===== src/rtl/multi_debouncer_pkg.sv =====
// Shared defaults and types for the multi-channel push-button conditioner.
// Cycle counts are derived from the board clock.
package multi_debouncer_pkg;

  localparam int CLK_HZ        = 100_000_000;
  localparam int DEBOUNCE_10MS = CLK_HZ / 100;
  localparam int HOLD_500MS    = CLK_HZ / 2;
  localparam int REPEAT_100MS  = CLK_HZ / 10;

  typedef struct packed {
    logic state;
    logic press_pulse;
    logic release_pulse;
    logic hold;
    logic repeat_pulse;
  } ch_out_t;

  // Counter width able to hold 0..n; never narrower than one bit.
  function automatic int cnt_w(input int n);
    return (n < 1) ? 1 : $clog2(n + 1);
  endfunction

endpackage


===== src/rtl/multi_debouncer_if.sv =====
// Pin-side and control-side bundle of the button conditioner.
interface multi_debouncer_if #(parameter int N_CH = 3);
  logic [N_CH-1:0] btn;
  logic [N_CH-1:0] state;
  logic [N_CH-1:0] press_pulse;
  logic [N_CH-1:0] release_pulse;
  logic [N_CH-1:0] hold;
  logic [N_CH-1:0] repeat_pulse;

  modport master (output btn, input state, press_pulse, release_pulse, hold, repeat_pulse);
  modport slave  (input btn, output state, press_pulse, release_pulse, hold, repeat_pulse);
endinterface


===== src/rtl/multi_debouncer_channel.sv =====
// One button channel: 2-flop sync, symmetric debounce, edge pulses, hold and auto-repeat.
module debounce_channel
  import multi_debouncer_pkg::*;
#(
  parameter int DEBOUNCE_CYCLES = DEBOUNCE_10MS,
  parameter int HOLD_CYCLES     = HOLD_500MS,
  parameter int REPEAT_CYCLES   = REPEAT_100MS
) (
  input  logic    clk,
  input  logic    rst_n,
  input  logic    i_btn,
  output ch_out_t o_out
);

  localparam int DB_W = cnt_w(DEBOUNCE_CYCLES);
  localparam int HD_W = cnt_w(HOLD_CYCLES);
  localparam int RP_W = cnt_w(REPEAT_CYCLES);
  localparam logic [DB_W-1:0] DB_LAST = DB_W'(DEBOUNCE_CYCLES - 1);
  localparam logic [HD_W-1:0] HD_MAX  = HD_W'(HOLD_CYCLES);
  localparam logic [RP_W-1:0] RP_LAST = RP_W'((REPEAT_CYCLES > 0) ? REPEAT_CYCLES - 1 : 0);

  logic [1:0]      r_sync;
  logic [DB_W-1:0] r_db_cnt;
  logic [HD_W-1:0] r_hold_cnt;
  logic [RP_W-1:0] r_rep_cnt;
  logic            r_state, r_press, r_rel, r_hold, r_rep;

  logic            w_flip, w_state_nxt, w_hold_nxt, w_rep_nxt;
  logic [DB_W-1:0] w_db_nxt;
  logic [HD_W-1:0] w_hold_cnt_nxt;
  logic [RP_W-1:0] w_rep_cnt_nxt;

  // The sample that completes DEBOUNCE_CYCLES disagreeing samples flips the state.
  assign w_flip      = (r_sync[1] != r_state) && (r_db_cnt == DB_LAST);
  assign w_state_nxt = r_state ^ w_flip;
  assign w_db_nxt    = ((r_sync[1] == r_state) || w_flip) ? '0 : r_db_cnt + 1'b1;

  // Hold count is evaluated on the next state so the press cycle already counts as 1.
  assign w_hold_cnt_nxt = !w_state_nxt             ? '0 :
                          (r_hold_cnt == HD_MAX)   ? r_hold_cnt : r_hold_cnt + 1'b1;
  assign w_hold_nxt     = (w_hold_cnt_nxt == HD_MAX);

  assign w_rep_cnt_nxt = (!w_hold_nxt || !r_hold || (r_rep_cnt == RP_LAST)) ? '0
                                                                            : r_rep_cnt + 1'b1;
  assign w_rep_nxt     = w_hold_nxt && (!r_hold || ((REPEAT_CYCLES > 0) && (w_rep_cnt_nxt == '0)));

  always_ff @(posedge clk or negedge rst_n) begin
    if (!rst_n) begin
      r_sync     <= '0;
      r_db_cnt   <= '0;
      r_hold_cnt <= '0;
      r_rep_cnt  <= '0;
      r_state    <= 1'b0;
      r_press    <= 1'b0;
      r_rel      <= 1'b0;
      r_hold     <= 1'b0;
      r_rep      <= 1'b0;
    end else begin
      r_sync     <= {r_sync[0], i_btn};
      r_db_cnt   <= w_db_nxt;
      r_hold_cnt <= w_hold_cnt_nxt;
      r_rep_cnt  <= w_rep_cnt_nxt;
      r_state    <= w_state_nxt;
      r_press    <= w_flip && !r_state;
      r_rel      <= w_flip && r_state;
      r_hold     <= w_hold_nxt;
      r_rep      <= w_rep_nxt;
    end
  end

  assign o_out = '{state: r_state, press_pulse: r_press, release_pulse: r_rel,
                   hold: r_hold, repeat_pulse: r_rep};

endmodule


===== src/rtl/multi_debouncer.sv =====
// N-channel button conditioner for the stopwatch front panel; channels are independent.
module multi_debouncer
  import multi_debouncer_pkg::*;
#(
  parameter int N_CH            = 3,
  parameter int DEBOUNCE_CYCLES = DEBOUNCE_10MS,
  parameter int HOLD_CYCLES     = HOLD_500MS,
  parameter int REPEAT_CYCLES   = REPEAT_100MS
) (
  input  logic               clk,
  input  logic               rst_n,
  multi_debouncer_if.slave   bus
);

  ch_out_t         w_out [N_CH];
  logic [N_CH-1:0] w_state, w_press, w_rel, w_hold, w_rep;

  for (genvar g = 0; g < N_CH; g++) begin : g_ch
    debounce_channel #(
      .DEBOUNCE_CYCLES (DEBOUNCE_CYCLES),
      .HOLD_CYCLES     (HOLD_CYCLES),
      .REPEAT_CYCLES   (REPEAT_CYCLES)
    ) u_ch (
      .clk   (clk),
      .rst_n (rst_n),
      .i_btn (bus.btn[g]),
      .o_out (w_out[g])
    );
  end

  always_comb begin
    w_state = '0;
    w_press = '0;
    w_rel   = '0;
    w_hold  = '0;
    w_rep   = '0;
    for (int i = 0; i < N_CH; i++) begin
      w_state[i] = w_out[i].state;
      w_press[i] = w_out[i].press_pulse;
      w_rel[i]   = w_out[i].release_pulse;
      w_hold[i]  = w_out[i].hold;
      w_rep[i]   = w_out[i].repeat_pulse;
    end
  end

  assign bus.state         = w_state;
  assign bus.press_pulse   = w_press;
  assign bus.release_pulse = w_rel;
  assign bus.hold          = w_hold;
  assign bus.repeat_pulse  = w_rep;

endmodule


===== src/flat_wrapper.sv =====
// flat-port wrapper written by rule: the top's interface ports become plain ports
module multi_debouncer_flat import multi_debouncer_pkg::*;
#(
  parameter int N_CH            = 3,
  parameter int DEBOUNCE_CYCLES = DEBOUNCE_10MS,
  parameter int HOLD_CYCLES     = HOLD_500MS,
  parameter int REPEAT_CYCLES   = REPEAT_100MS
)
  (clk, rst_n, bus_btn, bus_state, bus_press_pulse, bus_release_pulse, bus_hold, bus_repeat_pulse);
  multi_debouncer_if #(.N_CH(N_CH)) bus_i ();
  input  logic clk;
  input  logic rst_n;
  input wire logic [$bits(bus_i.btn)-1:0] bus_btn;
  output wire logic [$bits(bus_i.state)-1:0] bus_state;
  output wire logic [$bits(bus_i.press_pulse)-1:0] bus_press_pulse;
  output wire logic [$bits(bus_i.release_pulse)-1:0] bus_release_pulse;
  output wire logic [$bits(bus_i.hold)-1:0] bus_hold;
  output wire logic [$bits(bus_i.repeat_pulse)-1:0] bus_repeat_pulse;
  assign bus_i.btn = bus_btn;
  assign bus_state = bus_i.state;
  assign bus_press_pulse = bus_i.press_pulse;
  assign bus_release_pulse = bus_i.release_pulse;
  assign bus_hold = bus_i.hold;
  assign bus_repeat_pulse = bus_i.repeat_pulse;
  multi_debouncer #(.N_CH(N_CH), .DEBOUNCE_CYCLES(DEBOUNCE_CYCLES), .HOLD_CYCLES(HOLD_CYCLES), .REPEAT_CYCLES(REPEAT_CYCLES)) u_core (.clk(clk), .rst_n(rst_n), .bus(bus_i));
endmodule

===== config.mk =====
export PLATFORM = sky130hd
export DESIGN_NAME = multi_debouncer_flat
export DESIGN_NICKNAME = d
export VERILOG_FILES = /design/src/rtl/multi_debouncer_pkg.sv /design/src/rtl/multi_debouncer_if.sv /design/src/rtl/multi_debouncer_channel.sv /design/src/rtl/multi_debouncer.sv /design/src/flat_wrapper.sv
export SDC_FILE = /design/constraint.sdc
export NUM_CORES = 1
export LEC_CHECK = 0
export ABC_AREA = 1
export CAP_MARGIN = 5
export CORE_MARGIN = 4
export CORE_UTILIZATION = 46
export DETAILED_ROUTE_END_ITERATION = 7
export PLACE_DENSITY = 0.73
export SLEW_MARGIN = 20
export SYNTH_ARGS = -nofsm -noshare
export SYNTH_HDL_FRONTEND = slang
export SYNTH_SLANG_ARGS = --single-unit

===== constraint.sdc =====
create_clock -name clk -period 2.7 [get_ports clk]
set_clock_uncertainty 0.2 [all_clocks]
set_input_delay 0.405 -clock clk [delete_from_list [all_inputs] [get_ports clk]]
set_output_delay 0.405 -clock clk [all_outputs]
set_load 0.005 [all_outputs]

## Word-level counts from Yosys, hierarchy flattened

Cells that the tools add are included.

- Reduce and logical (&&, ||, !) cells: 36
- Bitwise gates (word level): 3
- Muxes and demuxes: 12
- Add/sub/neg operators: 9
- Eq/ne operators: 18

Operator list:

| cell | count |
|---|---|
| 26-bit equality test (second input constant) | 6 |
| 26-bit two-way mux | 6 |
| 26-bit by 1-bit adder with 26-bit output (second input constant) | 3 |
| 24-bit by 1-bit adder with 24-bit output (second input constant) | 3 |
| 24-bit equality test (second input constant) | 3 |
| 24-bit zero test | 3 |
| 24-bit two-way mux | 3 |
| 20-bit by 1-bit adder with 20-bit output (second input constant) | 3 |
| 20-bit equality test (second input constant) | 3 |
| 20-bit two-way mux | 3 |
| 1-bit logical AND | 12 |
| 1-bit logical OR | 12 |
| 1-bit zero test | 9 |
| 1-bit equality test | 3 |
| 1-bit != test | 3 |
| 1-bit bitwise XOR | 3 |

- Input bits: 5
- Bits in registers: 231
- Output and inout bits: 15
- Logic and storage cells: 105

## Depth between registers and ports, before layout

Gate-level depths: netlist (run 1).

- Depth after elaboration: 12
- Gate-level depth with buffers: 21
- Mapped depth without buffers: 21

## Cells and area by module

Synthesis (run 1) repeated with hierarchy kept, for this count alone.

- Cells, all modules: 2007
- Area total of the unflattened synthesis: 14173.6 sq um

Modules (own cells, without submodules):

| module | cells an instance | times used | area each (sq um) | seq. area each (sq um) |
|---|---|---|---|---|
| debounce_channel (u_core.g_ch[1].u_ch ...) | 681 | 2 | 4769.6 | 1926.8 |
| debounce_channel (u_core.g_ch[0].u_ch) | 645 | 1 | 4634.4 | 1926.8 |

## Worst setup path before layout (run 1)

Ideal clock, no wire load.

- Path type: reg-to-reg
- Start point: register u_core.g_ch[0].u_ch.r_db_cnt[0]
- End point: register u_core.g_ch[0].u_ch.r_rep
- Slack: 0.221 ns
- Buffers on the path: 2
- Data arrival time: 2.165 ns
- Clock period less this slack: 2.479 ns
- Stages on the path, launching flop included: 21
- Data required time: 2.386 ns
- Library setup time: 0.114 ns
- Cell sequence: dfrtp_1 ha_1 nand2_1 inv_2 nand3_2 nor2_2 nand3_2 nand2_2 nand2_4 buf_6 nor3_1 nand2_1 nor2_1 nand2_1 nor2_4 buf_6 o211ai_1 nand2_1 nor2_1 nand3_1 nor2_1

- Word-level cells in the longest chain between the ends: 12

Ends and longest elaborated chain:

| item | line | source |
|---|---|---|
| start, declared | multi_debouncer_channel.sv:23 | `logic [DB_W-1:0] r_db_cnt;` |
| start signal, assigned | multi_debouncer_channel.sv:60 | `r_db_cnt <= w_db_nxt;` |
| 20-bit equality test (*) | multi_debouncer_channel.sv:34 | `assign w_flip = (r_sync[1] != r_state) && (r_db_cnt == DB_LAST);` |
| 1-bit logical AND (*) | multi_debouncer_channel.sv:34 |  |
| 1-bit bitwise XOR (*) | multi_debouncer_channel.sv:35 | `assign w_state_nxt = r_state ^ w_flip;` |
| 26-bit two-way mux (*) | multi_debouncer_channel.sv:39 | `assign w_hold_cnt_nxt = !w_state_nxt ? '0 :` |
| 26-bit equality test (*) | multi_debouncer_channel.sv:41 | `assign w_hold_nxt = (w_hold_cnt_nxt == HD_MAX);` |
| via u_core.g_ch[0].u_ch.w_hold_nxt | multi_debouncer_channel.sv:28 | `logic w_flip, w_state_nxt, w_hold_nxt, w_rep_nxt;` |
| 1-bit zero test | multi_debouncer_channel.sv:43 | `assign w_rep_cnt_nxt = (!w_hold_nxt \|\| !r_hold \|\| (r_rep_cnt == RP_LAST)) ? '0` |
| 1-bit logical OR (2 in a row) | multi_debouncer_channel.sv:43 |  |
| 24-bit two-way mux | multi_debouncer_channel.sv:43 |  |
| 24-bit zero test | multi_debouncer_channel.sv:45 | `assign w_rep_nxt = w_hold_nxt && (!r_hold \|\| ((REPEAT_CYCLES > 0) && (w_rep_cnt_nxt == '0)));` |
| 1-bit logical OR | multi_debouncer_channel.sv:45 |  |
| 1-bit logical AND (*) | multi_debouncer_channel.sv:45 |  |
| via u_core.g_ch[0].u_ch.w_rep_nxt | multi_debouncer_channel.sv:28 |  |
| end signal, assigned | multi_debouncer_channel.sv:67 | `r_rep <= w_rep_nxt;` |
| end, declared | multi_debouncer_channel.sv:26 | `logic r_state, r_press, r_rel, r_hold, r_rep;` |

The timed path passes the listed nets; every way through them passes the cells marked *.

## Worst setup path in the final report (run 1)

- Start point: register u_core.g_ch[1].u_ch.r_db_cnt[0]
- End point: register u_core.g_ch[1].u_ch.r_rep

- Word-level cells in the longest chain between the ends: 12

Ends and longest elaborated chain:

| item | line |
|---|---|
| start, declared | multi_debouncer_channel.sv:23 |
| start signal, assigned | multi_debouncer_channel.sv:60 |
| 20-bit equality test (*) | multi_debouncer_channel.sv:34 |
| 1-bit logical AND (*) | multi_debouncer_channel.sv:34 |
| 1-bit bitwise XOR (*) | multi_debouncer_channel.sv:35 |
| 26-bit two-way mux (*) | multi_debouncer_channel.sv:39 |
| 26-bit equality test (*) | multi_debouncer_channel.sv:41 |
| 1-bit zero test | multi_debouncer_channel.sv:43 |
| 1-bit logical OR (2 in a row) | multi_debouncer_channel.sv:43 |
| 24-bit two-way mux | multi_debouncer_channel.sv:43 |
| 24-bit zero test | multi_debouncer_channel.sv:45 |
| 1-bit logical OR | multi_debouncer_channel.sv:45 |
| 1-bit logical AND (*) | multi_debouncer_channel.sv:45 |
| via u_core.g_ch[1].u_ch.w_rep_nxt | multi_debouncer_channel.sv:28 |
| end signal, assigned | multi_debouncer_channel.sv:67 |
| end, declared | multi_debouncer_channel.sv:26 |

Marked as above.

==> results of run 1 <==
-- per-layer routing --
layer	vias up	wire length [microns]	global-route usage
met2	349	16300	0.326
met1	5984	15200	0.268
met5	-	0	0
li1	6412	-	-
met3	83	1720	0.0290
met4	0	1010	0.0537
-- cell usage after synthesis (all sizes together) --
cell,count
o2111ai,20
or2,6
o21bai,5
nand3b,2
a221oi,1
o21a,4
clkbuf,5
nor3,81
nand4,46
nor3b,9
and3,3
dfrtp,231
o211a,1
o21ai,32
clkinv,3
nand2,422
xnor2,11
nand3,132
a31o,1
a21o,2
xor2,74
buf,31
nor4,15
o31ai,1
inv,337
o211ai,12
ha,12
a211oi,4
nor2,419
a21oi,39
-- state kept, by name (all words and copies together) (netlist names) --
register	cells
u_core.g_ch.u_ch.r_hold	3
u_core.g_ch.u_ch.r_press	3
u_core.g_ch.u_ch.r_rep	3
u_core.g_ch.u_ch.r_state	3
u_core.g_ch.u_ch.r_rep_cnt	72
u_core.g_ch.u_ch.r_hold_cnt	78
u_core.g_ch.u_ch.r_rel	3
u_core.g_ch.u_ch.r_sync	6
u_core.g_ch.u_ch.r_db_cnt	60
-- report_power, final --
group	total, mW	switching [mW]	internal (mW)
clock network	3.45	1.41	2.04
registers	3.49	0.0150	3.48
logic	0.141	0.101	0.0395
total	7.08	1.53	5.56
-- worst max-delay path: stages (launching register included) --
cell	delay [ns]
dfrtp_1	0.40
ha_4	0.17
nand3_2	0.10
nor2_2	0.14
nand4_1	0.24
nand2_8	0.19
buf_6	0.13
nand4_1	0.07
nor2_1	0.16
nand2_1	0.12
nor2_4	0.15
nand2_2	0.09
nor2_4	0.16
o21ai_0	0.12
nand2_1	0.08
nor2_1	0.04
nand3_1	0.05
nor2_1	0.04
-- kinds of logic (layout without fill, tap and decap cells) --
kind of cell | Yosys count | in the layout | share of synthesized area
adders and majority gates | 12 | 12 | 0.0108
buffers and inverters | 376 | 521 | 0.111
and+or+nand+nor | 1135 | 1137 | 0.352
xor gates and xnor gates | 85 | 85 | 0.0537
AOI/OAI and AO/OA | 122 | 122 | 0.0555
DFF | 231 | 231 | 0.417
-- final timing paths --
path                                                 start                           endpoint  cells past startpoint
setup / recovery           u_core.g_ch[1].u_ch.r_db_cnt[0]          u_core.g_ch[1].u_ch.r_rep                     17
hold / removal                                  bus_btn[2]      u_core.g_ch[2].u_ch.r_sync[0]                      1
setup reg to reg           u_core.g_ch[1].u_ch.r_db_cnt[0]          u_core.g_ch[1].u_ch.r_rep                     17
hold reg to reg              u_core.g_ch[1].u_ch.r_sync[0]      u_core.g_ch[1].u_ch.r_sync[1]                      0
max in group asynchronous                            rst_n  u_core.g_ch[0].u_ch.r_hold_cnt[2]                      3
min in group asynchronous                            rst_n    u_core.g_ch[0].u_ch.r_db_cnt[7]                      2
-- area by class of cell --
cell class,count,area [sq um],area share
repair inverters,1,7.51,0.000446
clock inverters,6,36.3,0.00216
inverters,340,1310,0.0778
clock buffers,40,805,0.0478
flip-flops and latches,231,5780,0.344
well taps,390,488,0.0290
multi-input cells,1356,7200,0.427
repair buffers,134,1210,0.0717
-- metrics by stage --
step,hold slack (ns),TNS [ns],utilization
6_report,0.113,-0.139,0.568
5_1_grt,0.104,-7.62,0.568
4_1_cts,0.0934,0,0.537
3_5_place_dp,0.143,-2.59,0.505
3_3_place_gp,0.134,-0.699,0.505
2_1_floorplan,-0.0906,0,-
-- timing repair --
action                                  CTS  global route
cloned                                    1             5
setup buffers                             4            23
endpoints found under the hold margin    59             0
resized for setup                        21           193
endpoints found under the setup margin   54            82
hold buffers                              1             0
pin swaps                                 9            42
==> metrics.cfg, run 1 <==
[clock_tree]
htreeDepth = 1
path_clk_slew_ns = 0.06
cts_tree = yes
numClockSinks = 231
numCtsBuffers = 26
clock_latency_ns = 0.53
cts_root_buf = clkbuf_16
cts_buffer_depth = 3

[global_routing]
grt_max_degree = 66
grt_use_total = 0.196
grt_pass1_wl_microns = 56000
antenna_found_initial = 0
grt.overflow.total = 0
first_global_vias = 12100

[timing]
fmax_mhz = 362
grt_setup_unrepaired = true
tightestPinTransition_ns = 0.555
fin_crit_ns = 2.76
min_period_over_period = 1.02
finalSetupViolCount = 6
worst_slack_ns = -0.0617
slew_headroom = 0.629
final_max_slew_viol_count = 0
hold_violations = 0

[layout]
final_area_sq_mm = 0.0168
final_cell_mix = 401 x nand2_1, 323 x inv_1, 319 x nor2_1
num-fill-cells = 2707
insertedDiodeCount = 0
final_cells = 2498
areaGrowthSynthToFinish_pct = 21.5
drive_gt1_frac = 0.168
final_common_cell = nand2_1
finalNetCount = 2107

[power]
leakage_nw = 7.74
p_total_mw = 7.08
pwr_density_cell_mw_per_mm2 = 421
vdd_drop_max_mv = 0.487

[critical_path]
endpoint_kind = flip-flop
startpoint_type = flip-flop
path_max_fanout = 6
path_class = flip-flop to flip-flop
critPathRequiredTime_ns = 2.92
arrival_ns = 2.99
r2r_slack_ns = -0.06

[drt]
drtIter0Drc = 1173
viasPerCell = 5.14
wl_per_cell_microns = 13.7
dr_total_vias = 12800
drc = 0
first_pass_iters = 6
totalWireLength_microns = 34300
ant_nets = 0

[die]
rows = 63
chipWidth_microns = 182
die_area_sq_mm = 0.0330
start_util = 0.467
pin_count = 20
die_h_microns = 182
core_sq_mm = 0.0296

[synthesis]
synth_cell_types = 40
syn_area_sq_mm = 0.0139
synth.top_cell.area_share = 0.417
ys_warn_count = 0
ys_seq_area_frac = 0.417
yosys.area.top_type = dfrtp_1
synth_area_leaders = dfrtp_1 42%, nand2_1 11%, nor2_1 11%, inv_1 8.9%, xor2_1 4.7%
synth_nets = 1978
synth-seq-cells = 231
syn_inst = 1961
avgSynthCellArea_sq_um = 7.06

[placement]
preCtsSetupSlack_ns = -0.163
place_congestion = 0.931
placed_cells = 2418
portBuffers = 19
place_area_sq_mm = 0.0150
dpl.hpwl_microns = 24200

[min_path]
hp-class = input port to flip-flop

[run_status]
status = complete, but fails checks
violations = negative setup slack

[flow_run]
drv_cap = 0

(Power assumes the default switching activity.)
==> run 2, diff against run 1 <==
Settings changed: CAP_MARGIN 5 to 20.
==> results of run 2 <==
Final layout, timing and power as in run 1 (identical DEF).
==> run 3, diff against run 2 <==
Settings changed: CAP_MARGIN 20 to default, CTS_BUF_LIST from default to sky130_fd_sc_hd__clkbuf_8.
==> run 3 against run 2 <==
  * The run still ends with negative setup slack left
  * Via count rose by 0.92%
  * First-iteration DRC count is 2.7% lower
  * Cell count is 1.1% higher
  * Register-to-register slack lost 0.02 ns
  * Sequential share of layout area barely moved
  * Utilization up 0.080 points
  * Setup slack worse by 0.019 ns
  * Die area unchanged
  * Power shrank 1.9%
  * Combinational power about the same
  * Final area rose by 0.14%
  * Critical endpoint unchanged
==> metrics.cfg, run 3 (same netlist as run 1, synthesis figures left out) <==
[run_status]
status = complete, but fails checks
violations = negative setup slack

[global_routing]
grt.overflow.total = 0
antenna_found_initial = 0
first_global_vias = 12300
grt_use_total = 0.196
grt_max_degree = 66
grt_pass1_wl_microns = 55900

[drt]
drtIter0Drc = 1141
wl_met3_microns = 1860
routed-wl-met2_microns = 16400
drc = 0
wl_per_cell_microns = 13.6
wl_met1_microns = 15100
ant_nets = 0
totalWireLength_microns = 34400
viasPerCell = 5.13
dr_total_vias = 12900
maxUsedRoutingLayer = met4
first_pass_iters = 5

[timing]
hold_violations = 0
fin_crit_ns = 2.78
hold_slack_ns = 0.0912
tns_ns = -0.146
tightestPinTransition_ns = 0.547
fmax_mhz = 360
min_period_over_period = 1.03
finalSetupViolCount = 8
slew_headroom = 0.635
worst_slack_ns = -0.0805
grt_setup_unrepaired = true
final_max_slew_viol_count = 0

[critical_path]
r2r-start = u_core.g_ch[1].u_ch.r_db_cnt[1]
path_class = flip-flop to flip-flop
worstReg2RegEnd = u_core.g_ch[1].u_ch.r_rep
crit_slowest_cell = dfrtp_1
critPathRequiredTime_ns = 2.92
r2r_slack_ns = -0.08
crit_path_frequent_cell = nor2_1
arrival_ns = 3.00
slowest_delay_ns = 0.40
path_max_fanout = 6
path_cells = ha_4 > nand3_2 > nor2_2 > nand4_1 > nand2_8 > buf_6 > nand4_1 > nor2_1 > nand2_1 > nor2_4 > nand2_2 > nor2_4 > o21ai_0 > nand2_1 > nor2_1 > nand3_1 > nor2_1
endpoint_kind = flip-flop
reg2reg_depth = 17
startpoint_type = flip-flop

[layout]
final_cell_mix = 401 x nand2_1, 336 x nor2_1, 331 x inv_1
finalNetCount = 2122
largest_reg_flops = 78
drive_gt1_frac = 0.171
insertedDiodeCount = 0
final_common_cell = nand2_1
reg_top3 = u_core.g_ch.u_ch.r_hold_cnt (78), u_core.g_ch.u_ch.r_rep_cnt (72), u_core.g_ch.u_ch.r_db_cnt (60)
areaGrowthSynthToFinish_pct = 21.7
regMostFlops = u_core.g_ch.u_ch.r_hold_cnt
final_cells = 2525
num-fill-cells = 2693

[placement]
placed_cells = 2418
dpl.hpwl_microns = 24200
place_congestion = 0.931
portBuffers = 19
preCtsSetupSlack_ns = -0.163

[min_path]
min_from = bus_btn[2]
hp-class = input port to flip-flop
min_to = u_core.g_ch[2].u_ch.r_sync[0]
whs_path_depth = 1

[power]
leakage_nw = 7.85
vdd_drop_max_mv = 0.268
pwr_density_cell_mw_per_mm2 = 412
p_total_mw = 6.95

[clock_tree]
htreeDepth = 2
cts_root_buf = clkbuf_8
cts_buffer_depth = 3
numClockSinks = 231
numCtsBuffers = 41
path_clk_slew_ns = 0.06
cts_tree = yes
clock_latency_ns = 0.56

[flow_run]
drv_cap = 0

[die]
chipWidth_microns = 182
die_area_sq_mm = 0.0330
start_util = 0.467
core_sq_mm = 0.0296
rows = 63
pin_count = 20
die_h_microns = 182

run 3: metal layers:
layer / global-route usage / vias up
met3: 0.0323 / 95
met2: 0.324 / 395
met5: 0 / -
met1: 0.265 / 6003
li1: - / 6453
met4: 0.0627 / 0
run 3: worst max path at each step:
stage / startpoint / endpoint / slack (ns) / cells past startpoint
final: u_core.g_ch[1].u_ch.r_db_cnt[1] / u_core.g_ch[1].u_ch.r_rep / -0.08 / 17
after global routing: u_core.g_ch[0].u_ch.r_hold_cnt[12] / u_core.g_ch[0].u_ch.r_rep / -0.20 / 18
after CTS: u_core.g_ch[1].u_ch.r_db_cnt[1] / u_core.g_ch[1].u_ch.r_rep / 0.0007 / 19
after detailed placement: u_core.g_ch[1].u_ch.r_db_cnt[0] / u_core.g_ch[1].u_ch.r_rep_cnt[14] / -0.16 / 15
after global placement: u_core.g_ch[2].u_ch.r_db_cnt[0] / u_core.g_ch[2].u_ch.r_rep_cnt[2] / -0.08 / 17
after floorplan: u_core.g_ch[0].u_ch.r_db_cnt[0] / u_core.g_ch[0].u_ch.r_rep / 0.22 / 20
run 3: stage by stage:
stage / instance area [sq um] / utilization
after detailed placement: 15000 / 0.505
after floorplan: 13900 / -
after global placement: 15000 / 0.505
after global routing: 16900 / 0.569
final: 16900 / 0.569
after CTS: 16000 / 0.538
run 3: cell type report:
| class | count | area (sq um) | share of cell area |
|---|---|---|---|
| Clock buffer | 56 | 771 | 0.0457 |
| Clock inverter | 17 | 86.3 | 0.00512 |
| Inverter | 340 | 1290 | 0.0767 |
| Multi-Input combinational cell | 1356 | 7170 | 0.425 |
| Sequential cell | 231 | 5790 | 0.344 |
| Tap cell | 390 | 488 | 0.0289 |
| Timing Repair Buffer | 135 | 1260 | 0.0748 |
run 3: timing repair:
action	CTS	global route
buffers inserted	5	19
hold buffers	1	0
setup endpoints to repair	51	83
endpoints found under the hold margin	59	0
pin swaps	12	34
resized for setup	22	172
cloned	1	8
run 3: critical path: cells and delay by family, from the launching register on:
| family | cells | cell delay, ns |
|---|---|---|
| AO/OA/AOI/OAI | 1 | 0.10 |
| adder cells (fa/ha/maj) | 1 | 0.17 |
| buffers and inverters | 1 | 0.13 |
| flip-flops | 1 | 0.40 |
| AND/OR/NAND/NOR | 14 | 1.64 |
run 3: power breakdown:
part           internal, mW  switching, mW
clock                  1.85           1.46
sequential             3.48         0.0142
combinational        0.0406          0.102
